==> config.mk <==
export PLATFORM = sky130hd
export DESIGN_NAME = cv32e40x_xif_coproc_arbiter
export DESIGN_NICKNAME = d
export VERILOG_FILES = /design/src/rtl/cv32e40x_pkg.sv /design/src/rtl/cv32e40x_xif_rr_arb2.sv /design/src/rtl/cv32e40x_xif_coproc_arbiter.sv
export SDC_FILE = /design/constraint.sdc
export NUM_CORES = 1
export LEC_CHECK = 0
export CORE_ASPECT_RATIO = 1.2
export CORE_MARGIN = 2
export CORE_UTILIZATION = 38
export DETAILED_ROUTE_END_ITERATION = 6
export GPL_ROUTABILITY_DRIVEN = 0
export PLACE_DENSITY = 0.93
export SLEW_MARGIN = 5
export SYNTH_ARGS = -nofsm -noshare
export SYNTH_HDL_FRONTEND = slang
export SYNTH_SLANG_ARGS = --single-unit
==> constraint.sdc <==
create_clock -name clk -period 8.9 [get_ports clk]
set_input_delay 1.335 -clock clk [delete_from_list [all_inputs] [get_ports clk]]
set_output_delay 1.335 -clock clk [all_outputs]
set_load 0.05 [all_outputs]
==> src/rtl/cv32e40x_pkg.sv <==
// Shared eXtension-interface payload types and issue-tracker state encoding.
// All xif ports in the arbiter slice use these typedefs.
package cv32e40x_pkg;

   localparam int unsigned X_ID_WIDTH = 4;
   localparam int unsigned X_DEPTH    = 2 ** X_ID_WIDTH;

   typedef struct packed {
      logic [31:0]           instr;
      logic [X_ID_WIDTH-1:0] id;
   } x_issue_req_t;

   typedef struct packed {
      logic accept;
      logic writeback;
      logic loadstore;
   } x_issue_resp_t;

   typedef struct packed {
      logic [X_ID_WIDTH-1:0] id;
      logic                  commit_kill;
   } x_commit_t;

   typedef struct packed {
      logic [X_ID_WIDTH-1:0] id;
      logic [31:0]           data;
      logic [4:0]            rd;
      logic                  we;
   } x_result_t;

   typedef enum logic {
      ISS_OFFER0 = 1'b0,
      ISS_OFFER1 = 1'b1
   } iss_state_e;

   function automatic logic [X_ID_WIDTH:0] popcnt(logic [X_DEPTH-1:0] v);
      logic [X_ID_WIDTH:0] n;
      n = '0;
      for (int i = 0; i < int'(X_DEPTH); i++) begin
         n = n + {{X_ID_WIDTH{1'b0}}, v[i]};
      end
      return n;
   endfunction

endpackage

==> src/rtl/cv32e40x_xif_rr_arb2.sv <==
// Two-way round-robin arbiter for the result channel.
// Grant is frozen while the winner waits for the core, so it never switches mid-handshake.
module cv32e40x_xif_rr_arb2 (
   input  logic       clk,
   input  logic       rst,
   input  logic [1:0] req,
   input  logic       ack,
   output logic       gnt,
   output logic       gnt_valid,
   output logic [1:0] ready
);

   logic rr;
   logic lock;
   logic held;

   always_comb begin
      if (lock) begin
         gnt = held;
      end else if (req == 2'b11) begin
         gnt = rr;
      end else begin
         gnt = req[1];
      end
   end

   assign gnt_valid = req[gnt];

   always_comb begin
      ready = 2'b00;
      if (!rst) begin
         ready[gnt] = ack;
      end
   end

   always_ff @(posedge clk) begin
      if (rst) begin
         rr   <= 1'b0;
         lock <= 1'b0;
         held <= 1'b0;
      end else if (gnt_valid && ack) begin
         rr   <= ~gnt;
         lock <= 1'b0;
      end else if (gnt_valid) begin
         lock <= 1'b1;
         held <= gnt;
      end
   end

endmodule

==> src/rtl/cv32e40x_xif_coproc_arbiter.sv <==
// Shares one core xif (issue/commit/result) between two coprocessors.
// Issue goes to m0 first, falls back to m1; an id table stalls reuse of in-flight ids.
module cv32e40x_xif_coproc_arbiter
   import cv32e40x_pkg::*;
#(
   parameter int unsigned X_ID_WIDTH = cv32e40x_pkg::X_ID_WIDTH
) (
   input  logic                  clk,
   input  logic                  rst,
   input  logic                  s_issue_valid,
   output logic                  s_issue_ready,
   input  x_issue_req_t          s_issue_req,
   output x_issue_resp_t         s_issue_resp,
   output logic [1:0]            m_issue_valid,
   input  logic [1:0]            m_issue_ready,
   input  x_issue_resp_t [1:0]   m_issue_resp,
   output x_issue_req_t          m_issue_req,
   input  logic                  s_commit_valid,
   input  x_commit_t             s_commit,
   output logic [1:0]            m_commit_valid,
   output x_commit_t             m_commit,
   input  logic [1:0]            m_result_valid,
   output logic [1:0]            m_result_ready,
   input  x_result_t [1:0]       m_result,
   output logic                  s_result_valid,
   input  logic                  s_result_ready,
   output x_result_t             s_result,
   output logic [X_ID_WIDTH:0]   outstanding
);

   localparam int unsigned DEPTH = 2 ** X_ID_WIDTH;

   iss_state_e       state;
   logic [DEPTH-1:0] tbl_valid;
   logic [DEPTH-1:0] tbl_owner;
   logic [DEPTH-1:0] tbl_valid_n;
   logic [DEPTH-1:0] tbl_owner_n;

   logic             stall;
   logic             alloc;
   logic             rej0;
   logic             kill;
   logic             res_hs;
   logic [1:0]       res_req;
   logic             gnt;
   logic             gnt_valid;

   // Table view is the registered one: a same-cycle clear does not unstall.
   assign stall = tbl_valid[s_issue_req.id];

   always_comb begin
      s_issue_ready = 1'b0;
      s_issue_resp  = '0;
      m_issue_valid = 2'b00;
      rej0          = 1'b0;
      if (!rst) begin
         unique case (state)
            ISS_OFFER0: begin
               m_issue_valid[0] = s_issue_valid & ~stall;
               if (m_issue_valid[0] && m_issue_ready[0]) begin
                  if (m_issue_resp[0].accept) begin
                     s_issue_ready = 1'b1;
                     s_issue_resp  = m_issue_resp[0];
                  end else begin
                     rej0 = 1'b1;
                  end
               end
            end
            ISS_OFFER1: begin
               m_issue_valid[1] = 1'b1;
               if (m_issue_ready[1]) begin
                  s_issue_ready = 1'b1;
                  s_issue_resp  = m_issue_resp[1];
               end
            end
         endcase
      end
   end

   assign m_issue_req = s_issue_req;
   assign alloc       = s_issue_ready & s_issue_resp.accept;

   always_ff @(posedge clk) begin
      if (rst) begin
         state <= ISS_OFFER0;
      end else begin
         unique case (state)
            ISS_OFFER0: if (rej0) state <= ISS_OFFER1;
            ISS_OFFER1: if (m_issue_ready[1]) state <= ISS_OFFER0;
         endcase
      end
   end

   assign m_commit_valid = {2{s_commit_valid & ~rst}};
   assign m_commit       = s_commit;
   assign kill           = s_commit_valid & s_commit.commit_kill & ~rst;

   assign res_req = rst ? 2'b00 : m_result_valid;

   cv32e40x_xif_rr_arb2 u_rr_arb2 (
      .clk       (clk),
      .rst       (rst),
      .req       (res_req),
      .ack       (s_result_ready),
      .gnt       (gnt),
      .gnt_valid (gnt_valid),
      .ready     (m_result_ready)
   );

   assign s_result_valid = gnt_valid;
   assign s_result       = rst ? '0 : m_result[gnt];
   assign res_hs         = gnt_valid & s_result_ready;

   // Clears first, then allocation; alloc id is never in flight.
   always_comb begin
      tbl_valid_n = tbl_valid;
      tbl_owner_n = tbl_owner;
      if (res_hs) begin
         tbl_valid_n[s_result.id] = 1'b0;
      end
      if (kill) begin
         tbl_valid_n[s_commit.id] = 1'b0;
      end
      if (alloc) begin
         tbl_valid_n[s_issue_req.id] = 1'b1;
         tbl_owner_n[s_issue_req.id] = (state == ISS_OFFER1);
      end
   end

   always_ff @(posedge clk) begin
      if (rst) begin
         tbl_valid   <= '0;
         tbl_owner   <= '0;
         outstanding <= '0;
      end else begin
         tbl_valid   <= tbl_valid_n;
         tbl_owner   <= tbl_owner_n;
         outstanding <= popcnt(tbl_valid_n);
      end
   end

   a_result_owner: assert property (@(posedge clk) disable iff (rst)
      res_hs |-> (tbl_valid[s_result.id] && (tbl_owner[s_result.id] == gnt)));

   a_accept_ls: assert property (@(posedge clk) disable iff (rst)
      alloc |-> !s_issue_resp.loadstore);

   a_outstanding: assert property (@(posedge clk) disable iff (rst)
      outstanding <= (X_ID_WIDTH+1)'(DEPTH));

endmodule

==> results.cfg <==
[run_status]
outcome = complete, but fails checks
violations = design-rule violations

[cts]
cts_buffer_depth = 2
cts_resized = 0
clk_latency_ns = 0.28
cts_buffers = 3
cts_tree = done
root_buffer = clkbuf_8
h-tree-depth = 1
clk_pin_slew_ns = 0.09
cts_hold_buf = 0
cts.sinks = 25
post_cts_buffers = 0

[finish]
seq_area_sq_um = 500
area_delta_synth_final_pct = 46.9
diodes = 0
multi_input_area_sq_mm = 0.00220
drive_gt1_share_pct = 3.98
fill_cells = 699
most-common-layout-cells = clkdlybuf4s50_1 (173), nand2_1 (104), a21oi_1 (45)
post-route-util_pct = 57.8
final_common_cell = clkdlybuf4s50_1
final_nets = 734

[timing]
fin_skew_ns = 0.00905
finalHoldViolCount = 0
post-route-period-util_pct = 75.2
rsz0062_at_grt = no
setup_viol = 0
tns_ns = 0
max_slew.worst_pin.slew_ns = 0.778
maxSlewHeadroom_pct = 47.5
max_freq_ghz = 0.149
finalMaxSlewViolations = 0
final_period_minus_worst_setup_slack_ns = 6.69

[route]
drc = 2
num_vias = 3945
wl_per_cell_um = 18.1
drt_wl_total_um = 12600
avgViaCountPerCell = 5.70
first_pass_iters = 7
drtIter0Drc = 338
final_antenna_net_count = 0

[grt]
met1_usage_pct = 26.5
gr-usage-met2_pct = 44.8
grt_pass1_vias = 3861
antenna_found_initial = 0
globalRouteTotalUtil_pct = 25.0
globalRouteMet3Util_pct = 7.58
top_usage_layer = met2
grt_pass1_wl_um = 18500
grt_max_degree = 56
grt-ovfl-total = 0

[placed_design]
dp_hpwl_um = 9970
port_buffers = 174

[worst_setup_path]
critPathKind = in2reg
worstSetupEndpointType = register
path_cells = clkdlybuf4s50_1, mux2_2, a222oi_1, o2111a_2, a32oi_2, buf_4, o21ai_0, fa_1, fa_1, inv_1, fa_1, inv_1, fa_1, ha_1, inv_1, fa_1, inv_1, a21oi_1, nor3b_1
critPathMaxFanout = 33
worst_path_max_delay_cell = clkdlybuf4s50_1
start_kind = input pin
max_stage_delay_ns = 0.89
crit_top_cell = fa_1
cp.required_ns = 9.10
arrival_ns = 6.89

[synthesis]
synthFlopType = dfxtp_1
syn_inst = 469
netlist_area_sq_mm = 0.00322
syn-num-nets = 624
ys_warn_count = 0
ys_types = 57
ys_seq_area_share_pct = 15.5
synth-edff-count = 0
syn_area_per_cell_sq_um = 6.87
ys_ff_latch = 25
synth-async-reset-ratio_pct = 0

[power]
p_switching_w = 0.000183
power.leakage_nw = 1.79
peakVddDrop_uv = 67.6
power_frac_clock_pct = 16.5
power_density_mw_per_mm2 = 89.5
power_frac_comb_pct = 56.0
switching_share_pct = 43.1
p_int_w = 0.000241
power_frac_seq_pct = 27.5

[die]
ioPinCount = 239
die_area_sq_mm = 0.00924
initial_core_util_pct = 39.3
die_x_um = 88.1
core_area_sq_mm = 0.00820
die_h_um = 105
rows = 36

[job]
max_cap_violations = 0

[worst_hold_path]
min_path_type = reg2reg
## Yosys cell counts, drive strengths merged (5+ instances only)
master	count	area (sq um)
nand2	104	390
buf	54	385
a21oi	45	225
dfxtp	25	500
nor2	24	90.1
inv	21	78.8
clkbuf	19	71.3
nor2b	16	100
o22ai	15	93.8
o21ai	14	70.1
nand3	13	65.1
fa	10	200
o31ai	10	88.8
nand2b	7	43.8
mux2	6	71.3
mux2i	6	60.1
nor3	6	30.0
a21boi	5	37.5
a31oi	5	31.3
ha	5	62.6
o311ai	5	43.8
o41ai	5	58.8
## power groups by stage
stage	registers [W]	clock network (W)	logic [W]
2_1_floorplan	0.000119	0	0.000173
3_3_place_gp	0.000119	0	0.000232
3_5_place_dp	0.000119	0	0.000235
4_1_cts	0.000116	0.0000700	0.000236
5_1_grt	0.000117	0.0000752	0.000249
6_report	0.000116	0.0000701	0.000237
## through the flow
| stage | power [W] | area [sq um] | hold WS, ns | cells | setup slack (ns) |
|---|---|---|---|---|---|
| after CTS | 0.000422 | 4740 | 0.470 | 692 | 2.27 |
| after global routing | 0.000441 | 4740 | 0.504 | 692 | 1.88 |
| after detailed placement | 0.000354 | 4690 | 0.458 | 688 | 2.01 |
| final | 0.000424 | 4740 | 0.466 | 692 | 2.21 |
| after floorplan | 0.000293 | 3220 | 0.445 | 469 | 3.14 |
| after global placement | 0.000351 | 4690 | 0.455 | 688 | 2.13 |
## registers in the layout, indices dropped and copies added, names as in the netlist
register        cells
u_rr_arb2.lock      1
tbl_valid          16
outstanding         5
u_rr_arb2.held      1
state               1
u_rr_arb2.rr        1
## metal layers
| metal | routed length [um] | vias to the layer above |
|---|---|---|
| met3 | 1610 | 59 |
| li1 | - | 1820 |
| met2 | 6000 | 290 |
| met5 | 0 | - |
| met1 | 4420 | 1776 |
| met4 | 524 | 0 |
## critical path: cells and delay by family
kind	cells	cell delay (ns)
adders and majority gates	6	2.50
and+or+nand+nor	1	0.17
AOI/OAI and AO/OA	5	1.11
muxes	1	0.41
buffers and inverters	6	1.36
## cell families (layout without fill, tap and decap cells)
| family | after synthesis | after routing | share of synthesized area [%] |
|---|---|---|---|
| simple gates | 192 | 192 | 27.0 |
| compound gates | 127 | 127 | 26.7 |
| buf+inv | 94 | 203 | 16.6 |
| flops | 25 | 25 | 15.5 |
| fa+ha+maj | 15 | 15 | 8.15 |
| mux | 14 | 14 | 5.47 |
| xor+xnor | 2 | 2 | 0.543 |
## layout make-up
cell class              count  share of cell area, %
clock buffers               4                  0.951
inverters                  21                   1.66
multi-input cells         350                   46.5
flip-flops and latches     25                   10.6
well taps                 114                   3.01
repair buffers            178                   37.3
## path summary, 6_finish.rpt
check	startpoint	depth (start not counted)	endpoint	slack (ns)
max	s_issue_req[1]	19	outstanding[4]$_SDFF_PP0_	2.21
min	u_rr_arb2.rr$_SDFFE_PP0N_	2	u_rr_arb2.rr$_SDFFE_PP0N_	0.47
max reg2reg	u_rr_arb2.lock$_SDFFE_PP0N_	17	outstanding[4]$_SDFF_PP0_	3.59
min reg2reg	u_rr_arb2.rr$_SDFFE_PP0N_	2	u_rr_arb2.rr$_SDFFE_PP0N_	0.47
Note: power is estimated with default switching activity, not from simulation.
